File: config.mk
export PLATFORM = sky130hd
export DESIGN_NAME = lift_request_queue
export DESIGN_NICKNAME = d
export VERILOG_FILES = /design/src/rtl/lift_pkg.sv /design/src/rtl/key_debounce.sv /design/src/rtl/lift_request_queue.sv
export SDC_FILE = /design/constraint.sdc
export NUM_CORES = 1
export LEC_CHECK = 0
export CAP_MARGIN = 0
export CORE_MARGIN = 5
export CORE_UTILIZATION = 55
export CTS_BUF_LIST = sky130_fd_sc_hd__clkbuf_4
export CTS_CLUSTER_DIAMETER = 150
export DETAILED_ROUTE_END_ITERATION = 6
export DONT_BUFFER_PORTS = 1
export PLACE_DENSITY = 0.7
export SYNTH_ARGS = -nofsm -noshare
export SYNTH_HDL_FRONTEND = slang
export SYNTH_SLANG_ARGS = --single-unit
File: constraint.sdc
create_clock -name CLOCK_50 -period 4.65 [get_ports CLOCK_50]
set_input_delay 0.93 -clock CLOCK_50 [delete_from_list [all_inputs] [get_ports CLOCK_50]]
set_output_delay 0.93 -clock CLOCK_50 [all_outputs]
set_load 0.05 [all_outputs]
File: src/rtl/lift_pkg.sv
// Shared definitions for the lift controller: floor-bus defaults, display
// digit encodings, controller state encoding and key debouncer states.
package lift_pkg;

  localparam int unsigned N_FLOORS_DEF  = 9;
  localparam int unsigned FLOOR_W_DEF   = 4;
  localparam int unsigned DEBOUNCE_DEF  = 1000000;

  // Controller motion states; the controller drives lift_idle from PARADO
  typedef enum logic [1:0] {
    PARADO   = 2'd0,
    SUBINDO  = 2'd1,
    DESCENDO = 2'd2
  } lift_state_e;

  typedef enum logic {
    DB_STABLE   = 1'b0,
    DB_CHANGING = 1'b1
  } db_state_e;

  function automatic logic is_idle(input lift_state_e s);
    return s == PARADO;
  endfunction

  // Active-low 7-segment patterns {g,f,e,d,c,b,a} for decimal digits
  function automatic logic [6:0] seg7_digit(input logic [3:0] d);
    logic [6:0] seg;
    case (d)
      4'd0:    seg = 7'b1000000;
      4'd1:    seg = 7'b1111001;
      4'd2:    seg = 7'b0100100;
      4'd3:    seg = 7'b0110000;
      4'd4:    seg = 7'b0011001;
      4'd5:    seg = 7'b0010010;
      4'd6:    seg = 7'b0000010;
      4'd7:    seg = 7'b1111000;
      4'd8:    seg = 7'b0000000;
      4'd9:    seg = 7'b0010000;
      default: seg = 7'b1111111;
    endcase
    return seg;
  endfunction

endpackage

File: src/rtl/key_debounce.sv
// Synchronises and debounces an active-low push button and emits one pulse
// per accepted press; a key held through reset must be released first.
module key_debounce
  import lift_pkg::*;
#(
  parameter int unsigned DEBOUNCE_CYCLES = DEBOUNCE_DEF
) (
  input  logic clk,
  input  logic rst,
  input  logic i_key_n,
  output logic o_press
);

  localparam int unsigned CNT_W = (DEBOUNCE_CYCLES > 2) ? $clog2(DEBOUNCE_CYCLES) : 1;
  localparam logic [CNT_W-1:0] CNT_LAST = CNT_W'(DEBOUNCE_CYCLES - 1);

  db_state_e        r_state;
  db_state_e        w_state_nxt;
  logic             r_sync1;
  logic             r_sync2;
  logic [CNT_W-1:0] r_cnt;
  logic [CNT_W-1:0] w_cnt_nxt;
  logic             r_level;
  logic             w_level_nxt;
  logic             r_armed;
  logic             w_armed_nxt;
  logic             r_press;
  logic             w_press_nxt;

  always_ff @(posedge clk) begin
    if (rst) begin
      r_sync1 <= 1'b1;
      r_sync2 <= 1'b1;
      r_state <= DB_STABLE;
      r_cnt   <= '0;
      r_level <= 1'b1;
      r_armed <= 1'b0;
      r_press <= 1'b0;
    end else begin
      r_sync1 <= i_key_n;
      r_sync2 <= r_sync1;
      r_state <= w_state_nxt;
      r_cnt   <= w_cnt_nxt;
      r_level <= w_level_nxt;
      r_armed <= w_armed_nxt;
      r_press <= w_press_nxt;
    end
  end

  // While disarmed the counter instead times a steady release, which arms presses
  always_comb begin
    w_state_nxt = r_state;
    w_cnt_nxt   = r_cnt;
    w_level_nxt = r_level;
    w_armed_nxt = r_armed;
    w_press_nxt = 1'b0;
    case (r_state)
      DB_STABLE: begin
        if (r_sync2 != r_level) begin
          w_state_nxt = DB_CHANGING;
          w_cnt_nxt   = '0;
        end else if (!r_armed && r_level) begin
          if (r_cnt == CNT_LAST) begin
            w_armed_nxt = 1'b1;
            w_cnt_nxt   = '0;
          end else begin
            w_cnt_nxt = r_cnt + CNT_W'(1);
          end
        end else begin
          w_cnt_nxt = '0;
        end
      end
      DB_CHANGING: begin
        if (r_sync2 == r_level) begin
          w_state_nxt = DB_STABLE;
          w_cnt_nxt   = '0;
        end else if (r_cnt == CNT_LAST) begin
          w_state_nxt = DB_STABLE;
          w_cnt_nxt   = '0;
          w_level_nxt = r_sync2;
          w_press_nxt = r_armed && !r_sync2;
        end else begin
          w_cnt_nxt = r_cnt + CNT_W'(1);
        end
      end
      default: begin
        w_state_nxt = DB_STABLE;
        w_cnt_nxt   = '0;
      end
    endcase
  end

  assign o_press = r_press;

endmodule

File: src/rtl/lift_request_queue.sv
// Turns debounced floor-button presses into a pending-call bitmap and picks
// the next target floor with SCAN ordering.
module lift_request_queue
  import lift_pkg::*;
#(
  parameter int unsigned N_FLOORS        = N_FLOORS_DEF,
  parameter int unsigned FLOOR_W         = FLOOR_W_DEF,
  parameter int unsigned DEBOUNCE_CYCLES = DEBOUNCE_DEF
) (
  input  logic                CLOCK_50,
  input  logic                RESET,
  input  logic [N_FLOORS-1:0] SW,
  input  logic                KEY0,
  input  logic [FLOOR_W-1:0]  cur_floor,
  input  logic                lift_idle,
  input  logic                arrive,
  output logic [FLOOR_W-1:0]  target_floor,
  output logic                target_valid,
  output logic                dir_up,
  output logic [N_FLOORS-1:0] pending,
  output logic                req_accept,
  output logic                req_error
);

  logic                w_press;
  logic                w_sw_onehot;
  logic [FLOOR_W-1:0]  w_sw_floor;
  logic                w_served_here;
  logic [N_FLOORS-1:0] w_set;
  logic [N_FLOORS-1:0] w_clr;
  logic [N_FLOORS-1:0] w_pending_nxt;
  logic                w_above;
  logic                w_below;
  logic                w_here;
  logic [FLOOR_W-1:0]  w_lo_above;
  logic [FLOOR_W-1:0]  w_hi_below;
  logic [FLOOR_W-1:0]  w_tgt_nxt;
  logic                w_valid_nxt;
  logic                w_dir_nxt;

  logic [N_FLOORS-1:0] r_pending;
  logic [FLOOR_W-1:0]  r_tgt;
  logic                r_valid;
  logic                r_dir;
  logic                r_accept;
  logic                r_error;

  key_debounce #(
    .DEBOUNCE_CYCLES(DEBOUNCE_CYCLES)
  ) u_key (
    .clk    (CLOCK_50),
    .rst    (RESET),
    .i_key_n(KEY0),
    .o_press(w_press)
  );

  assign w_sw_onehot = (SW != '0) && ((SW & (SW - N_FLOORS'(1))) == '0);

  always_comb begin
    w_sw_floor = '0;
    for (int unsigned i = 0; i < N_FLOORS; i++) begin
      if (SW[i]) w_sw_floor = FLOOR_W'(i);
    end
  end

  // A press for the floor the stopped lift is already at needs no call
  assign w_served_here = lift_idle && (w_sw_floor == cur_floor);

  always_comb begin
    w_set = (w_press && w_sw_onehot && !w_served_here) ? SW : '0;
    w_clr = '0;
    for (int unsigned i = 0; i < N_FLOORS; i++) begin
      w_clr[i] = arrive && (32'(cur_floor) == i);
    end
    w_pending_nxt = (r_pending | w_set) & ~w_clr;
  end

  // Nearest pending floor on each side of the current floor
  always_comb begin
    w_above    = 1'b0;
    w_below    = 1'b0;
    w_here     = 1'b0;
    w_lo_above = '0;
    w_hi_below = '0;
    for (int unsigned i = 0; i < N_FLOORS; i++) begin
      if (r_pending[i]) begin
        if (i > 32'(cur_floor)) begin
          if (!w_above) w_lo_above = FLOOR_W'(i);
          w_above = 1'b1;
        end
        if (i < 32'(cur_floor)) begin
          w_hi_below = FLOOR_W'(i);
          w_below    = 1'b1;
        end
        if (i == 32'(cur_floor)) w_here = 1'b1;
      end
    end
  end

  always_comb begin
    w_dir_nxt   = r_dir;
    w_tgt_nxt   = r_tgt;
    w_valid_nxt = 1'b0;
    if (r_dir) begin
      if (w_above) begin
        w_tgt_nxt   = w_lo_above;
        w_valid_nxt = 1'b1;
      end else if (w_below) begin
        w_dir_nxt   = 1'b0;
        w_tgt_nxt   = w_hi_below;
        w_valid_nxt = 1'b1;
      end else if (w_here) begin
        w_tgt_nxt   = cur_floor;
        w_valid_nxt = 1'b1;
      end
    end else begin
      if (w_below) begin
        w_tgt_nxt   = w_hi_below;
        w_valid_nxt = 1'b1;
      end else if (w_above) begin
        w_dir_nxt   = 1'b1;
        w_tgt_nxt   = w_lo_above;
        w_valid_nxt = 1'b1;
      end else if (w_here) begin
        w_tgt_nxt   = cur_floor;
        w_valid_nxt = 1'b1;
      end
    end
  end

  always_ff @(posedge CLOCK_50) begin
    if (RESET) begin
      r_pending <= '0;
      r_tgt     <= '0;
      r_valid   <= 1'b0;
      r_dir     <= 1'b1;
      r_accept  <= 1'b0;
      r_error   <= 1'b0;
    end else begin
      r_pending <= w_pending_nxt;
      r_tgt     <= w_tgt_nxt;
      r_valid   <= w_valid_nxt;
      r_dir     <= w_dir_nxt;
      r_accept  <= w_press && w_sw_onehot;
      r_error   <= w_press && !w_sw_onehot;
    end
  end

  assign pending      = r_pending;
  assign target_floor = r_tgt;
  assign target_valid = r_valid;
  assign dir_up       = r_dir;
  assign req_accept   = r_accept;
  assign req_error    = r_error;

endmodule

==> results of run 1 <==
final timing paths:
kind | startpoint | endpoint | slack (ps) | cells past startpoint
setup reg to reg | pending[5] | target_floor[0] | 2150 | 6
hold reg to reg | u_key.r_sync1 | u_key.r_sync2 | 430 | 1
setup / recovery | pending[5] | target_floor[0] | 2150 | 6
hold / removal | u_key.r_sync1 | u_key.r_sync2 | 430 | 1
metal layers:
layer	vias to the layer above	GRT usage, %	wire (um)
met2	74	33.7	2940
met1	1115	26.7	2680
met4	0	7.52	139
met3	11	4.88	361
met5	-	0	0
li1	1203	-	-
layout by cell type (no fill, tap or decap), types with 2 or more instances in the layout:
| cell type | count |
|---|---|
| nor2_1 | 51 |
| and2_1 | 2 |
| nand3b_1 | 4 |
| o21a_1 | 4 |
| a21oi_1 | 19 |
| xor2_1 | 11 |
| a41oi_1 | 4 |
| or2_2 | 4 |
| mux2i_1 | 5 |
| a22oi_1 | 2 |
| nand2_1 | 28 |
| nand4_1 | 11 |
| clkbuf_4 | 7 |
| o21ai_0 | 19 |
| a211o_1 | 4 |
| nor3b_1 | 5 |
| maj3_1 | 2 |
| nor4_1 | 3 |
| xnor2_1 | 10 |
| a31oi_1 | 8 |
| nor2b_1 | 7 |
| or3_1 | 4 |
| dfxtp_1 | 43 |
| nand2b_1 | 3 |
| and3_1 | 4 |
| o21bai_1 | 2 |
| a211oi_1 | 3 |
| nand3_1 | 15 |
| inv_1 | 11 |
| a21boi_0 | 2 |
| nor3_1 | 6 |
worst max-delay path, stage by stage, from the launching register on:
cell and delay (ps):
dfxtp_1 590, mux2_1 420, a32o_1 240, nor4_4 540, mux2i_1 280, nor2_1 60
o31a_1 260
final cells by class:
class / instances / area (um2)
clock buffers: 7 / 52.6
clock inverters: 1 / 5.00
fillers: 448 / 2000
inverters: 11 / 41.3
multi-input cells: 269 / 1630
flip-flops and latches: 43 / 861
well taps: 54 / 67.6
power by group through the flow:
| stage | logic [mW] | registers (mW) | clock network [mW] |
|---|---|---|---|
| after CTS | 0.0357 | 0.375 | 0.193 |
| final | 0.0356 | 0.375 | 0.185 |
| after global placement | 0.0355 | 0.383 | 0 |
| after detailed placement | 0.0354 | 0.383 | 0 |
| after global routing | 0.0404 | 0.376 | 0.213 |
| after floorplan | 0.0416 | 0.382 | 0 |
cell families after synthesis:
| family | count (synthesis) | share of synthesized area [%] |
|---|---|---|
| compound gates | 81 | 20.4 |
| simple gates | 158 | 31.7 |
| fa+ha+maj | 3 | 1.25 |
| xor+xnor | 21 | 7.07 |
| flops | 43 | 33.1 |
| mux | 6 | 2.36 |
| buf+inv | 26 | 4.19 |
through the flow:
step	worst slack [ps]	hold WS (ps)
3_3_place_gp	1820	394
2_1_floorplan	1770	389
4_1_cts	2160	428
3_5_place_dp	1800	394
6_report	2150	426
5_1_grt	1990	445
state kept, by name, summed over array words and instances (netlist names):
register / count
u_key.r_cnt: 20
pending: 9
target_floor: 4
dir_up: 1
req_accept: 1
req_error: 1
target_valid: 1
u_key.o_press: 1
u_key.r_armed: 1
u_key.r_level: 1
u_key.r_state: 1
u_key.r_sync1: 1
u_key.r_sync2: 1
==> flow_metrics.env, run 1 <==
export IMPL_outcome="finished, final reports clean"
export IMPL_row_count=25
export IMPL_start_kind="flop"
export IMPL_core_um2=4660
export IMPL_hold_path_class="flop to flop"
export IMPL_cp_max_fo=8
export IMPL_grt_usage_pct=20.7
export IMPL_slew_viol_final=0
export IMPL_drc_errors=0
export IMPL_first_pass_iters=4
export IMPL_worstPathRequired_ps=4900
export IMPL_clock_path_buffers=2
export IMPL_max_vdd_ir_drop_mv=0.124
export IMPL_power_density_nw_per_um2=224
export IMPL_synth_area_leader_cell="dfxtp_1"
export IMPL_synth_ff_latch_count=43
export IMPL_nets=349
export IMPL_vias_per_cell=6.24
export IMPL_avgRoutedWirePerCell_um=15.9
export IMPL_p_sw_share_pct=23.1
export IMPL_grt_pass1_wl_um=10400
export IMPL_ant_nets=0
export IMPL_critical_path_endpoint_type="flop"
export IMPL_synth_distinct_cells=61
export IMPL_num_vias=2403
export IMPL_port_buffers=0
export IMPL_clock_latency_ps=350
export IMPL_finalWirelength_um=6120
export IMPL_fin_tns_setup_ps=0
export IMPL_post_synth_cell_area_avg_um2=7.69
export IMPL_placed_cells=377
export IMPL_synth_edf_count=0
export IMPL_drtIter0Drc=198
export IMPL_place_hpwl_um=4420
export IMPL_power_switching_mw=0.137
export IMPL_n_antenna_cell=0
export IMPL_syn_to_final_growth_pct=2.21
export IMPL_drive_gt1_share_pct=5.14
export IMPL_initial_core_util_pct=55.8
export IMPL_fin_cells=385
export IMPL_cts_hold_buf=0
export IMPL_seq_area_frac_synth_pct=33.1
export IMPL_clock_sinks=43
export IMPL_grt_antenna_before_repair=0
export IMPL_power_internal_mw=0.458
export IMPL_grt_max_degree=27
export IMPL_timing_fmax_mhz=400
export IMPL_path_class="flop to flop"
export IMPL_ios=35
export IMPL_syn_inst=338
export IMPL_leakagePower_nw=0.918
export IMPL_rsz0062_at_grt="false"
export IMPL_p_seq_share_pct=62.9
export IMPL_hold_viol_final=0
export IMPL_fin_crit_sh_pct=53.7
export IMPL_die_height_um=78.8
export IMPL_grt_pass1_vias=2179
export IMPL_finalSetupViolations=0
export IMPL_synth_ff_type="dfxtp_1"
export IMPL_yosys_warnings=0
export IMPL_ys_async_sr_fraction_pct=0
export IMPL_cts_tree="yes"
export IMPL_syn_nets=357
export IMPL_clock_root_buffer="clkbuf_4"
export IMPL_maxSlewHeadroom_pct=42.4
export IMPL_synth_area_leaders="dfxtp_1 (33%), nor2_1 (7.4%), nand2_1 (4.0%)"
export IMPL_fin_area_um2=2660
export IMPL_placed_area_um2=2600
export IMPL_h_tree_depth=2
export IMPL_post_cts_resized=0
export IMPL_grt_overflow_total=0
export IMPL_synth_common_cells="nor2_1 (51), dfxtp_1 (43), nand2_1 (28)"
export IMPL_gp_congestion=0.875
export IMPL_fin_crit_ps=2500
export IMPL_finalPower_mw=0.595
export IMPL_drv_cap=0
export IMPL_utilization_pct=57.0
export IMPL_die_area_um2=6200
export IMPL_clk_pin_slew_ps=120
export IMPL_p_clk_share_pct=31.1
export IMPL_combPwrFrac_pct=6.0
export IMPL_arrival_ps=2750
export IMPL_cts_buffers=5
export IMPL_synth_top_cell_area_share_pct=33.1
export IMPL_clock_skew_ps=9.58
export IMPL_cts_setup_buffers=0
export IMPL_worst_slew_pin_slew_ps=859
export IMPL_die_w_um=78.8
export IMPL_yosysMostFrequentCell="nor2_1"
export IMPL_syn_area_um2=2600
Power figures use the tool's default switching activity.
==> run 2: changes to the inputs <==
--- a/config.mk
+++ b/config.mk
@@ -12,7 +12,7 @@
 export CTS_CLUSTER_DIAMETER = 150
 export DETAILED_ROUTE_END_ITERATION = 6
 export DONT_BUFFER_PORTS = 1
-export PLACE_DENSITY = 0.7
+export PLACE_DENSITY = 0.73
 export SYNTH_ARGS = -nofsm -noshare
 export SYNTH_HDL_FRONTEND = slang
 export SYNTH_SLANG_ARGS = --single-unit
==> constraint.sdc (replaced) <==
create_clock -name CLOCK_50 -period 2.1 [get_ports CLOCK_50]
set_input_delay 0.42 -clock CLOCK_50 [delete_from_list [all_inputs] [get_ports CLOCK_50]]
set_output_delay 0.42 -clock CLOCK_50 [all_outputs]
set_load 0.05 [all_outputs]
==> flow_metrics.env, run 2 (synthesis gave the netlist of run 1 again) <==
export IMPL_fin_crit_sh_pct=94.9
export IMPL_num_vias=2530
export IMPL_clock_skew_ps=11.7
export IMPL_finalPower_mw=1.42
export IMPL_critical_path_endpoint_type="flop"
export IMPL_power_density_nw_per_um2=497
export IMPL_cts_buffers=5
export IMPL_max_vdd_ir_drop_mv=0.465
export IMPL_cts_setup_buffers=0
export IMPL_reg2regPathDepth=6
export IMPL_regArea_um2=861
export IMPL_arrival_ps=2270
export IMPL_reg2reg_from="pending[5]"
export IMPL_multiInputGateArea_um2=1640
export IMPL_grt_usage_pct=22.3
export IMPL_avgRoutedWirePerCell_um=16.0
export IMPL_port_buffers=0
export IMPL_clock_path_buffers=2
export IMPL_whs_ps=133
export IMPL_finalWirelength_um=6490
export IMPL_clock_latency_ps=340
export IMPL_fill_cells=448
export IMPL_worstReg2RegEnd="target_floor[1]"
export IMPL_placed_area_um2=2770
export IMPL_place_hpwl_um=4940
export IMPL_start_kind="flop"
export IMPL_worst_slew_pin_slew_ps=644
export IMPL_hold_path_class="input port to flop"
export IMPL_holdCritStartpoint="RESET"
export IMPL_maxSlewHeadroom_pct=57.0
export IMPL_n_antenna_cell=0
export IMPL_slew_viol_final=0
export IMPL_die_w_um=78.8
export IMPL_vias_per_cell=6.23
export IMPL_syn_to_final_growth_pct=9.72
export IMPL_grt_antenna_before_repair=0
export IMPL_core_um2=4660
export IMPL_fin_crit_ps=1990
export IMPL_final_common_cell="nor2_1"
export IMPL_gp_congestion=0.877
export IMPL_row_count=25
export IMPL_r2r_slack_ps=110
export IMPL_largest_register="u_key.r_cnt"
export IMPL_h_tree_depth=2
export IMPL_nets=371
export IMPL_clock_sinks=43
export IMPL_cts_tree="yes"
export IMPL_drc_errors=0
export IMPL_die_area_um2=6200
export IMPL_die_height_um=78.8
export IMPL_outcome="finished, final reports clean"
export IMPL_leakagePower_nw=1.04
export IMPL_hold_path_cell_count=1
export IMPL_first_pass_iters=5
export IMPL_ant_nets=0
export IMPL_fin_tns_setup_ps=0
export IMPL_grt_pass1_vias=2425
export IMPL_drive_gt1_share_pct=11.4
export IMPL_grt_overflow_total=0
export IMPL_drtIter0Drc=203
export IMPL_ios=35
export IMPL_worstPathRequired_ps=2380
export IMPL_initial_core_util_pct=55.8
export IMPL_path_class="flop to flop"
export IMPL_layout_common_cells="nor2_1 (51), dfxtp_1 (43), nand2_1 (28)"
export IMPL_finalSetupViolations=0
export IMPL_cts_hold_buf=0
export IMPL_cp_max_fo=7
export IMPL_hold_viol_final=0
export IMPL_utilization_pct=61.2
export IMPL_timing_fmax_mhz=502
export IMPL_crit_start="pending[5]"
export IMPL_clk_pin_slew_ps=120
export IMPL_grt_pass1_wl_um=11200
export IMPL_min_to="target_floor[1]"
export IMPL_clock_root_buffer="clkbuf_4"
export IMPL_fin_area_um2=2850
export IMPL_drv_cap=0
export IMPL_grt_max_degree=27
export IMPL_largest_register_ffs=20
[run 2: cell types whose count changed in the layout (fill, tap and decap cells not counted), sizes merged]
cell / before / now
bufinv: 0 / 1
clkbuf: 7 / 6
buf: 0 / 22
clkinv: 1 / 0
[run 2: timing repair]
item / in CTS / in global routing
endpoints found under the hold margin: 0 / 0
setup endpoints to repair: 0 / 3
gates resized for setup: 0 / 2
[run 2: layer usage]
layer	track usage, %	vias to the layer above	routed length [um]
met5	0	-	0
met4	9.44	0	190
met3	5.67	18	385
met2	37.4	84	3070
met1	27.2	1177	2840
li1	-	1251	-
[run 2: through the flow]
step                worst slack (ps)  std cells
floorplan                       -173        338
global placement                -169        399
detailed placement              -192        399
CTS                              126        406
global route                   -3.70        406
finish                           107        406
[run 2: power breakdown]
part	leakage (nW)	internal [mW]	switching (mW)
registers	0.347	0.822	0.00746
logic	0.651	0.0393	0.0469
clock network	0.0417	0.258	0.245
total	1.04	1.12	0.299
[run 2: cell type report]
cell class / instances / area share, %
timing repair buffer: 22 / 5.79
inverter: 11 / 1.45
multi-input combinational: 269 / 57.6
clock inverter: 1 / 1.05
tap: 54 / 2.37
clock buffer: 6 / 1.58
sequential: 43 / 30.2
[run 2: how the worst max path moves through the flow]
stage	endpoint	slack [ps]
floorplan	target_floor[1]	-170
global placement	target_floor[1]	-170
detailed placement	target_floor[1]	-190
CTS	dir_up	130
global route	dir_up	-4
finish	target_floor[1]	110
[run 2: critical path, stage by stage, from the launching register on]
cell and delay [ps]:
dfxtp_1 390, o21a_1 140, o22a_1 200, or4b_4 580, o21a_1 230, a211o_1 240
a31oi_1 160
